--- config.mk ---
export PLATFORM = sky130hd
export DESIGN_NAME = instr_fetch
export DESIGN_NICKNAME = d
export VERILOG_FILES = /design/src/rtl/instr_fetch_pkg.sv /design/src/rtl/instr_fetch_fifo.sv /design/src/rtl/instr_fetch.sv
export SDC_FILE = /design/constraint.sdc
export NUM_CORES = 1
export LEC_CHECK = 0
export ABC_AREA = 1
export CORE_ASPECT_RATIO = 1.5
export CORE_MARGIN = 2
export CORE_UTILIZATION = 54
export CTS_CLUSTER_SIZE = 28
export DETAILED_ROUTE_END_ITERATION = 7
export GPL_ROUTABILITY_DRIVEN = 0
export PLACE_DENSITY = 0.93
export SYNTH_ARGS = -nofsm -noshare
export SYNTH_HDL_FRONTEND = slang
export SYNTH_SLANG_ARGS = --single-unit
--- constraint.sdc ---
create_clock -name clk -period 7.4 [get_ports clk]
set_input_delay 2.22 -clock clk [delete_from_list [all_inputs] [get_ports clk]]
set_output_delay 2.22 -clock clk [all_outputs]
set_load 0.01 [all_outputs]
--- src/rtl/instr_fetch_pkg.sv ---
// rtl/instr_fetch_pkg.sv - shared types and constants for the instruction fetch stage
package instr_fetch_pkg;

    localparam int FETCH_W = 16;
    localparam logic [FETCH_W-1:0] NOP = 16'h0000;

    typedef struct packed {
        logic [FETCH_W-1:0] pc;
        logic [FETCH_W-1:0] instr;
    } fetch_entry_t;

    typedef enum logic {
        RUN    = 1'b0,
        HALTED = 1'b1
    } fetch_state_t;

endpackage

--- src/rtl/instr_fetch_fifo.sv ---
// rtl/instr_fetch_fifo.sv - prefetch FIFO holding {pc, instr} entries with flush
module fetch_fifo
    import instr_fetch_pkg::*;
#(
    parameter int DEPTH = 2,
    localparam int AW = $clog2(DEPTH),
    localparam int CW = AW + 1
) (
    input  logic         clk,
    input  logic         rst_n,
    input  logic         flush,
    input  logic         push,
    input  fetch_entry_t push_data,
    input  logic         pop,
    output fetch_entry_t head,
    output logic [CW-1:0] count
);

    fetch_entry_t  mem [DEPTH];
    logic [AW-1:0] wr_ptr;
    logic [AW-1:0] rd_ptr;

    // Storage needs no reset: count gates every read of it.
    always_ff @(posedge clk) begin
        if (push && !flush) begin
            mem[wr_ptr] <= push_data;
        end
    end

    always_ff @(posedge clk or negedge rst_n) begin
        if (!rst_n) begin
            wr_ptr <= '0;
            rd_ptr <= '0;
            count  <= '0;
        end else if (flush) begin
            wr_ptr <= '0;
            rd_ptr <= '0;
            count  <= '0;
        end else begin
            if (push) begin
                wr_ptr <= wr_ptr + AW'(1);
            end
            if (pop) begin
                rd_ptr <= rd_ptr + AW'(1);
            end
            count <= count + CW'(push) - CW'(pop);
        end
    end

    assign head = mem[rd_ptr];

endmodule

--- src/rtl/instr_fetch.sv ---
// rtl/instr_fetch.sv - fetch PC, imem request handshake, prefetch buffering, redirect/halt
module instr_fetch
    import instr_fetch_pkg::*;
#(
    parameter logic [15:0] RESET_PC   = 16'h0000,
    parameter int          FIFO_DEPTH = 2
) (
    input  logic        clk,
    input  logic        rst_n,
    input  logic [15:0] alt_pc,
    input  logic        alt_pc_ctrl,
    input  logic        hlt,
    input  logic        stall,
    input  logic [15:0] imem_rdata,
    input  logic        imem_rdy,
    output logic        imem_re,
    output logic [15:0] imem_addr,
    output logic [15:0] instr,
    output logic [15:0] pc,
    output logic        instr_vld,
    output logic        halted
);

    localparam int CW = $clog2(FIFO_DEPTH) + 1;

    fetch_state_t  state_q;
    fetch_state_t  state_d;
    logic [15:0]   fpc;
    logic [CW-1:0] count;
    fetch_entry_t  head;
    fetch_entry_t  push_data;
    logic          fifo_empty;
    logic          consume;
    logic          halt_now;
    logic          redirect;
    logic          flush;
    logic          accept;

    assign fifo_empty = (count == '0);
    assign consume    = instr_vld && !stall;
    assign halt_now   = consume && hlt;
    assign redirect   = consume && alt_pc_ctrl && !hlt;
    assign flush      = halt_now || redirect;

    // A flushing cycle drops the request so wrong-path data is never pushed.
    assign imem_re   = rst_n && (state_q == RUN) && (count < CW'(FIFO_DEPTH)) && !flush;
    assign imem_addr = fpc;
    assign accept    = imem_re && imem_rdy;
    assign push_data = '{pc: fpc, instr: imem_rdata};

    assign instr_vld = !fifo_empty;
    assign instr     = fifo_empty ? NOP : head.instr;
    assign pc        = fifo_empty ? fpc : head.pc;
    assign halted    = (state_q == HALTED);

    always_ff @(posedge clk or negedge rst_n) begin
        if (!rst_n) begin
            state_q <= RUN;
        end else begin
            state_q <= state_d;
        end
    end

    always_comb begin
        state_d = state_q;
        case (state_q)
            RUN:     if (halt_now) state_d = HALTED;
            HALTED:  state_d = HALTED;
            default: state_d = RUN;
        endcase
    end

    always_ff @(posedge clk or negedge rst_n) begin
        if (!rst_n) begin
            fpc <= RESET_PC;
        end else if (redirect) begin
            fpc <= alt_pc;
        end else if (accept) begin
            fpc <= fpc + 16'd1;
        end
    end

    fetch_fifo #(
        .DEPTH(FIFO_DEPTH)
    ) u_fifo (
        .clk       (clk),
        .rst_n     (rst_n),
        .flush     (flush),
        .push      (accept),
        .push_data (push_data),
        .pop       (consume),
        .head      (head),
        .count     (count)
    );

endmodule
==> flow_metrics.py, run 1 <==
metrics = {
    "clock_network": {
        "clock_path_buffers": 2,
        "cts_buffers": 9,
        "clkLatencyLatePin_ps": 360,
        "cts.sinks": 85,
        "post_cts_buffers": 0,
        "clk_pin_slew_ps": 70,
        "hold_buffers": 0,
        "cts_tree": "yes",
        "post_cts_resized": 0,
        "clockRootBuffer": "clkbuf_8",
        "htree_levels": 3,
    },
    "cells_and_area": {
        "layout-drive-gt1-share": 0.0605,
        "synthToLayoutAreaGrowth_pct": 27.7,
        "nets": 531,
        "diodes": 0,
        "stdcell_count": 596,
        "post-route-util": 0.706,
        "n_fill_cell": 499,
    },
    "yosys": {
        "ys_warn_count": 0,
        "yosysMostFrequentCell": "nand2_1",
        "synth_area_leaders": "edfxtp_1 48%, dfrtp_1 13%, nand2_1 13%",
        "synth.distinct_cells": 31,
        "syn_area_per_cell_um2": 9.80,
        "syn_area_mm2": 0.00397,
        "ys_ff_latch": 85,
        "synthArstFlopShare": 0.247,
        "ys.flop_type": "edfxtp_1",
        "synth_area_leader_cell": "edfxtp_1",
        "syn_inst": 405,
        "synthTopCellsByCount": "139 x nand2_1, 64 x edfxtp_1, 39 x a21oi_1",
        "synth_top_area_frac": 0.484,
        "ys_seq_area_frac": 0.617,
        "synth_edf_count": 64,
        "synth_fp_nets": 445,
    },
    "worst_hold_path": {
        "worstHoldPathType": "reg -> reg",
        "worstHoldPathCells": 1,
        "min_from": "halted",
        "hold_end": "halted",
    },
    "timing": {
        "finalCriticalPeriod_ps": 6120,
        "drv_slew": 0,
        "hold_violations": 0,
        "setup_viol": 0,
        "rsz0062_at_grt": "false",
        "max-slew-margin-rel": 0.299,
        "fin_tns_setup_ps": 0,
        "fmax_mhz": 164,
        "tightest_slew_ps": 1050,
        "clock_skew_ps": 7.70,
        "period_share": 0.826,
    },
    "outcome": {
        "outcome": "complete, no violations",
    },
    "placement": {
        "dp.cells": 580,
        "hpwl_um": 6400,
        "io_buffers": 88,
    },
    "worst_setup_path": {
        "arrival_ps": 3900,
        "r2r_start": "u_fifo.count[0]",
        "cp-start-kind": "input pin",
        "reg2reg_to": "u_fifo.mem[1][17]",
        "r2r_cells": 6,
        "rrSetupSlack_ps": 4860,
        "critPathKind": "in -> out",
        "worstPathMaxFanout": 7,
        "crit_required_ps": 5180,
        "critPathCaptureType": "output port",
    },
    "global_routing": {
        "track_usage": 0.246,
        "overflow": 0,
        "grt_max_degree": 45,
        "grt_first_pass_wirelength_um": 14700,
        "grt_pass1_vias": 3152,
        "antenna_found_initial": 0,
    },
    "routing": {
        "wirelength_um": 9530,
        "postRouteAntennaNets": 0,
        "drt_iter0_markers": 333,
        "via_per_inst": 5.46,
        "wl_per_cell_um": 16.0,
        "dr_total_vias": 3257,
        "drc": 0,
        "drtPass1Iterations": 6,
    },
    "floorplan": {
        "die_area_mm2": 0.00806,
        "core_mm2": 0.00718,
        "dieWidth_um": 74.0,
        "rows": 38,
        "initial_core_util": 0.553,
        "ios": 89,
        "die_h_um": 109,
    },
    "flow_run": {
        "timing.max_cap.violations": 0,
    },
    "power": {
        "ir_worst_vdd_mv": 0.162,
        "power_leakage_nw": 2.06,
        "p_per_area_mw_per_mm2": 351,
    },
}
critical path, stage by stage:
cell             delay (ps)
clkdlybuf4s50_1         580
nor2_8                   90
o21ai_4                 140
inv_1                    90
nor4_1                  190
clkdlybuf4s50_1         580
cell families (layout without fill, tap and decap cells):
group | Yosys count | after routing | synth area share
compound gates | 63 | 63 | 0.0892
simple gates | 206 | 206 | 0.227
flops | 85 | 85 | 0.617
buf+inv | 46 | 137 | 0.0539
xor+xnor | 3 | 3 | 0.00662
fa+ha+maj | 2 | 2 | 0.00631
metal layers:
metal | vias to the layer above | global-route usage | part of all wire
li1 | 1531 | - | -
met1 | 1552 | 0.288 | 0.37
met2 | 157 | 0.418 | 0.54
met3 | 17 | 0.0434 | 0.063
met4 | 0 | 0.139 | 0.024
met5 | - | 0 | 0
report_power, final:
group | internal, mW | switching [mW] | leakage [nW] | total, mW
clock network | 0.131 | 0.155 | 0.0844 | 0.285
registers | 0.595 | 0.0866 | 0.833 | 0.681
logic | 0.378 | 0.432 | 1.14 | 0.810
state kept, by name, summed over array words and instances (netlist names):
register,cells
halted,1
imem_addr,16
u_fifo.count,2
u_fifo.mem,64
u_fifo.rd_ptr,1
u_fifo.wr_ptr,1
per-stage QoR:
step / setup WS (ps) / power [mW] / instance area [µm²] / hold slack (ps)
after floorplan: 2340 / 1.09 / 3970 / 480
after global placement: 1240 / 1.46 / 4900 / 522
after detailed placement: 1230 / 1.49 / 4900 / 521
after CTS: 1240 / 1.78 / 5070 / 540
after global routing: 1190 / 1.88 / 5070 / 560
final: 1280 / 1.78 / 5070 / 530
cell type report:
cell class	instances	area, µm²	share of cell area
multi-input combinational	274	1310	0.259
timing repair buffer	92	911	0.180
sequential	85	2450	0.483
clock buffer	14	153	0.0301
clock inverter	2	10.0	0.00198
tap	100	125	0.0247
inverter	29	109	0.0215
cell usage in the layout (no fill, tap or decap):
cell             synthesis  routed
nand2_1                139     139
clkdlybuf4s50_1          0      88
edfxtp_1                64      64
a21oi_1                 39      39
inv_1                   27      27
nor2_1                  25      23
nand3_1                 23      23
dfrtp_1                 21      21
a22oi_1                 10      10
o21ai_0                 10      10
clkbuf_8                 0      10
nand4_1                  5       5
clkbuf_1                11       4
buf_4                    1       4
nor2_2                   1       3
xor2_1                   3       3
nor2_4                   2       2
nor3_1                   2       2
or2_2                    2       2
o21ai_1                  2       2
ha_1                     2       2
clkinv_2                 0       2
nor2_8                   1       1
o21ai_4                  1       1
nor4_1                   1       1
clkinv_1                 1       1
nand3_4                  1       1
a21o_1                   1       1
nand3b_4                 1       1
nand2_2                  1       1
nand2_4                  1       1
inv_2                    1       1
or2_1                    1       1
worst max path at each step:
stage | endpoint | startpoint | depth (start not counted)
2_1_floorplan | imem_re | alt_pc_ctrl | 3
3_3_place_gp | imem_re | stall | 6
3_5_place_dp | imem_re | stall | 6
4_1_cts | imem_re | stall | 6
5_1_grt | imem_re | stall | 6
6_report | imem_re | stall | 6
Power figures use the tool's default switching activity.
==> inputs of run 2 (changes only) <==
--- a/config.mk
+++ b/config.mk
@@ -8,11 +8,11 @@
 export ABC_AREA = 1
 export CORE_ASPECT_RATIO = 1.5
 export CORE_MARGIN = 2
-export CORE_UTILIZATION = 54
+export CORE_UTILIZATION = 50
 export CTS_CLUSTER_SIZE = 28
 export DETAILED_ROUTE_END_ITERATION = 7
 export GPL_ROUTABILITY_DRIVEN = 0
-export PLACE_DENSITY = 0.93
+export PLACE_DENSITY = 0.87
 export SYNTH_ARGS = -nofsm -noshare
 export SYNTH_HDL_FRONTEND = slang
 export SYNTH_SLANG_ARGS = --single-unit
==> constraint.sdc (replaced) <==
create_clock -name clk -period 6.2 [get_ports clk]
set_input_delay 1.86 -clock clk [delete_from_list [all_inputs] [get_ports clk]]
set_output_delay 1.86 -clock clk [all_outputs]
set_load 0.01 [all_outputs]
==> flow_metrics.py, run 2 (synthesis gave the netlist of run 1 again) <==
metrics = {
    "outcome": {
        "outcome": "complete, no violations",
    },
    "routing": {
        "drt_iter0_markers": 288,
        "wirelength_um": 9330,
        "dr_total_vias": 3221,
        "drtPass1Iterations": 5,
        "drc": 0,
        "via_per_inst": 5.38,
        "postRouteAntennaNets": 0,
        "wl_per_cell_um": 15.6,
    },
    "power": {
        "power_leakage_nw": 2.14,
        "ir_worst_vdd_mv": 0.256,
        "p_per_area_mw_per_mm2": 450,
    },
    "cells_and_area": {
        "largest_reg_flops": 64,
        "layout-drive-gt1-share": 0.0664,
        "synthToLayoutAreaGrowth_pct": 31.9,
        "final_common_cell": "nand2_1",
        "max_flop_register": "u_fifo.mem",
        "diodes": 0,
        "post-route-util": 0.683,
        "nets": 532,
        "layout_common_cells": "139 x nand2_1, 88 x clkdlybuf4s50_1, 64 x edfxtp_1, 39 x a21oi_1, 27 x inv_1",
    },
    "global_routing": {
        "grt_first_pass_wirelength_um": 14600,
        "antenna_found_initial": 0,
        "grt_max_degree": 35,
        "grt_pass1_vias": 3100,
        "track_usage": 0.219,
        "overflow": 0,
    },
    "timing": {
        "finalCriticalPeriod_ps": 5480,
        "fin_hold_ws_ps": 522,
        "setup_viol": 0,
        "max-slew-margin-rel": 0.338,
        "hold_violations": 0,
        "drv_slew": 0,
        "tightest_slew_ps": 986,
        "fin_tns_setup_ps": 0,
        "fmax_mhz": 182,
        "period_share": 0.884,
        "clock_skew_ps": 5.52,
        "fin_ws_ps": 717,
        "rsz0062_at_grt": "false",
    },
    "clock_network": {
        "clock_path_buffers": 2,
        "clockRootBuffer": "clkbuf_16",
        "cts.sinks": 85,
        "post_cts_buffers": 0,
        "clk_pin_slew_ps": 60,
        "post_cts_resized": 0,
        "cts_tree": "yes",
        "clkLatencyLatePin_ps": 340,
        "cts_buffers": 9,
        "htree_levels": 3,
        "hold_buffers": 0,
    },
    "floorplan": {
        "dieWidth_um": 76.7,
        "die_h_um": 113,
        "ios": 89,
        "initial_core_util": 0.518,
        "rows": 39,
        "core_mm2": 0.00766,
        "die_area_mm2": 0.00868,
    },
    "placement": {
        "io_buffers": 88,
        "hpwl_um": 6280,
        "pre_cts_ws_ps": 690,
    },
    "worst_setup_path": {
        "arrival_ps": 3620,
        "critPathCaptureType": "output port",
        "cp-start-kind": "input pin",
        "rrSetupSlack_ps": 3870,
        "startpoint": "stall",
        "worstPathMaxFanout": 7,
        "r2r_start": "u_fifo.count[1]",
        "critPathKind": "in -> out",
        "crit_required_ps": 4340,
    },
    "flow_run": {
        "timing.max_cap.violations": 0,
    },
    "worst_hold_path": {
        "min_from": "halted",
        "worstHoldPathType": "reg -> reg",
    },
}
==> run 2: changes by cell type in the layout (fill, tap and decap cells not counted) <==
cell / before / now
clkbuf_8: 10 / 1
clkbuf_16: 0 / 9
bufinv_16: 0 / 2
clkinv_2: 2 / 1
clkbuf_1: 4 / 2
inv_4: 0 / 1
buf_4: 4 / 5
==> run 2: layout make-up <==
| class | count | area [µm²] |
|---|---|---|
| clock buffers | 12 | 246 |
| clock inverters | 4 | 71.3 |
| fillers | 570 | 2430 |
| inverters | 29 | 109 |
| multi-input cells | 274 | 1310 |
| flip-flops and latches | 85 | 2450 |
| well taps | 102 | 128 |
| repair buffers | 93 | 918 |
==> run 2: power by group <==
group / internal, mW / switching, mW / total, mW / leakage, nW
sequential: 0.711 / 0.104 / 0.815 / 0.833
combinational: 0.454 / 0.511 / 0.965 / 1.15
clock: 0.363 / 0.208 / 0.571 / 0.157
total: 1.53 / 0.823 / 2.35 / 2.14
==> run 2: worst max-delay path: stages <==
cell and delay (ps):
clkdlybuf4s50_1 590, nor2_8 90, o21ai_4 120, inv_1 100
nor4_1 250, clkdlybuf4s50_1 600
==> run 2: worst paths after layout <==
| path | endpoint | depth (start not counted) |
|---|---|---|
| max | imem_re | 6 |
| min | halted | 1 |
| max reg2reg | u_fifo.mem[0][17] | 6 |
| min reg2reg | halted | 1 |
| max in group asynchronous | u_fifo.count[0] | 2 |
| min in group asynchronous | imem_addr[6] | 2 |
==> run 2: layer usage <==
layer	vias up	wire (µm)	track usage
met1	1519	3590	0.260
met3	21	493	0.0478
met5	-	0	0
li1	1538	-	-
met2	143	4960	0.373
met4	0	279	0.110
==> run 2: stage by stage <==
| stage | power [mW] | instance area, µm² | cells |
|---|---|---|---|
| 2_1_floorplan | 1.30 | 3970 | 405 |
| 3_3_place_gp | 1.76 | 4910 | 583 |
| 3_5_place_dp | 1.79 | 4910 | 583 |
| 4_1_cts | 2.35 | 5230 | 599 |
| 5_1_grt | 2.48 | 5230 | 599 |
| 6_report | 2.35 | 5230 | 599 |
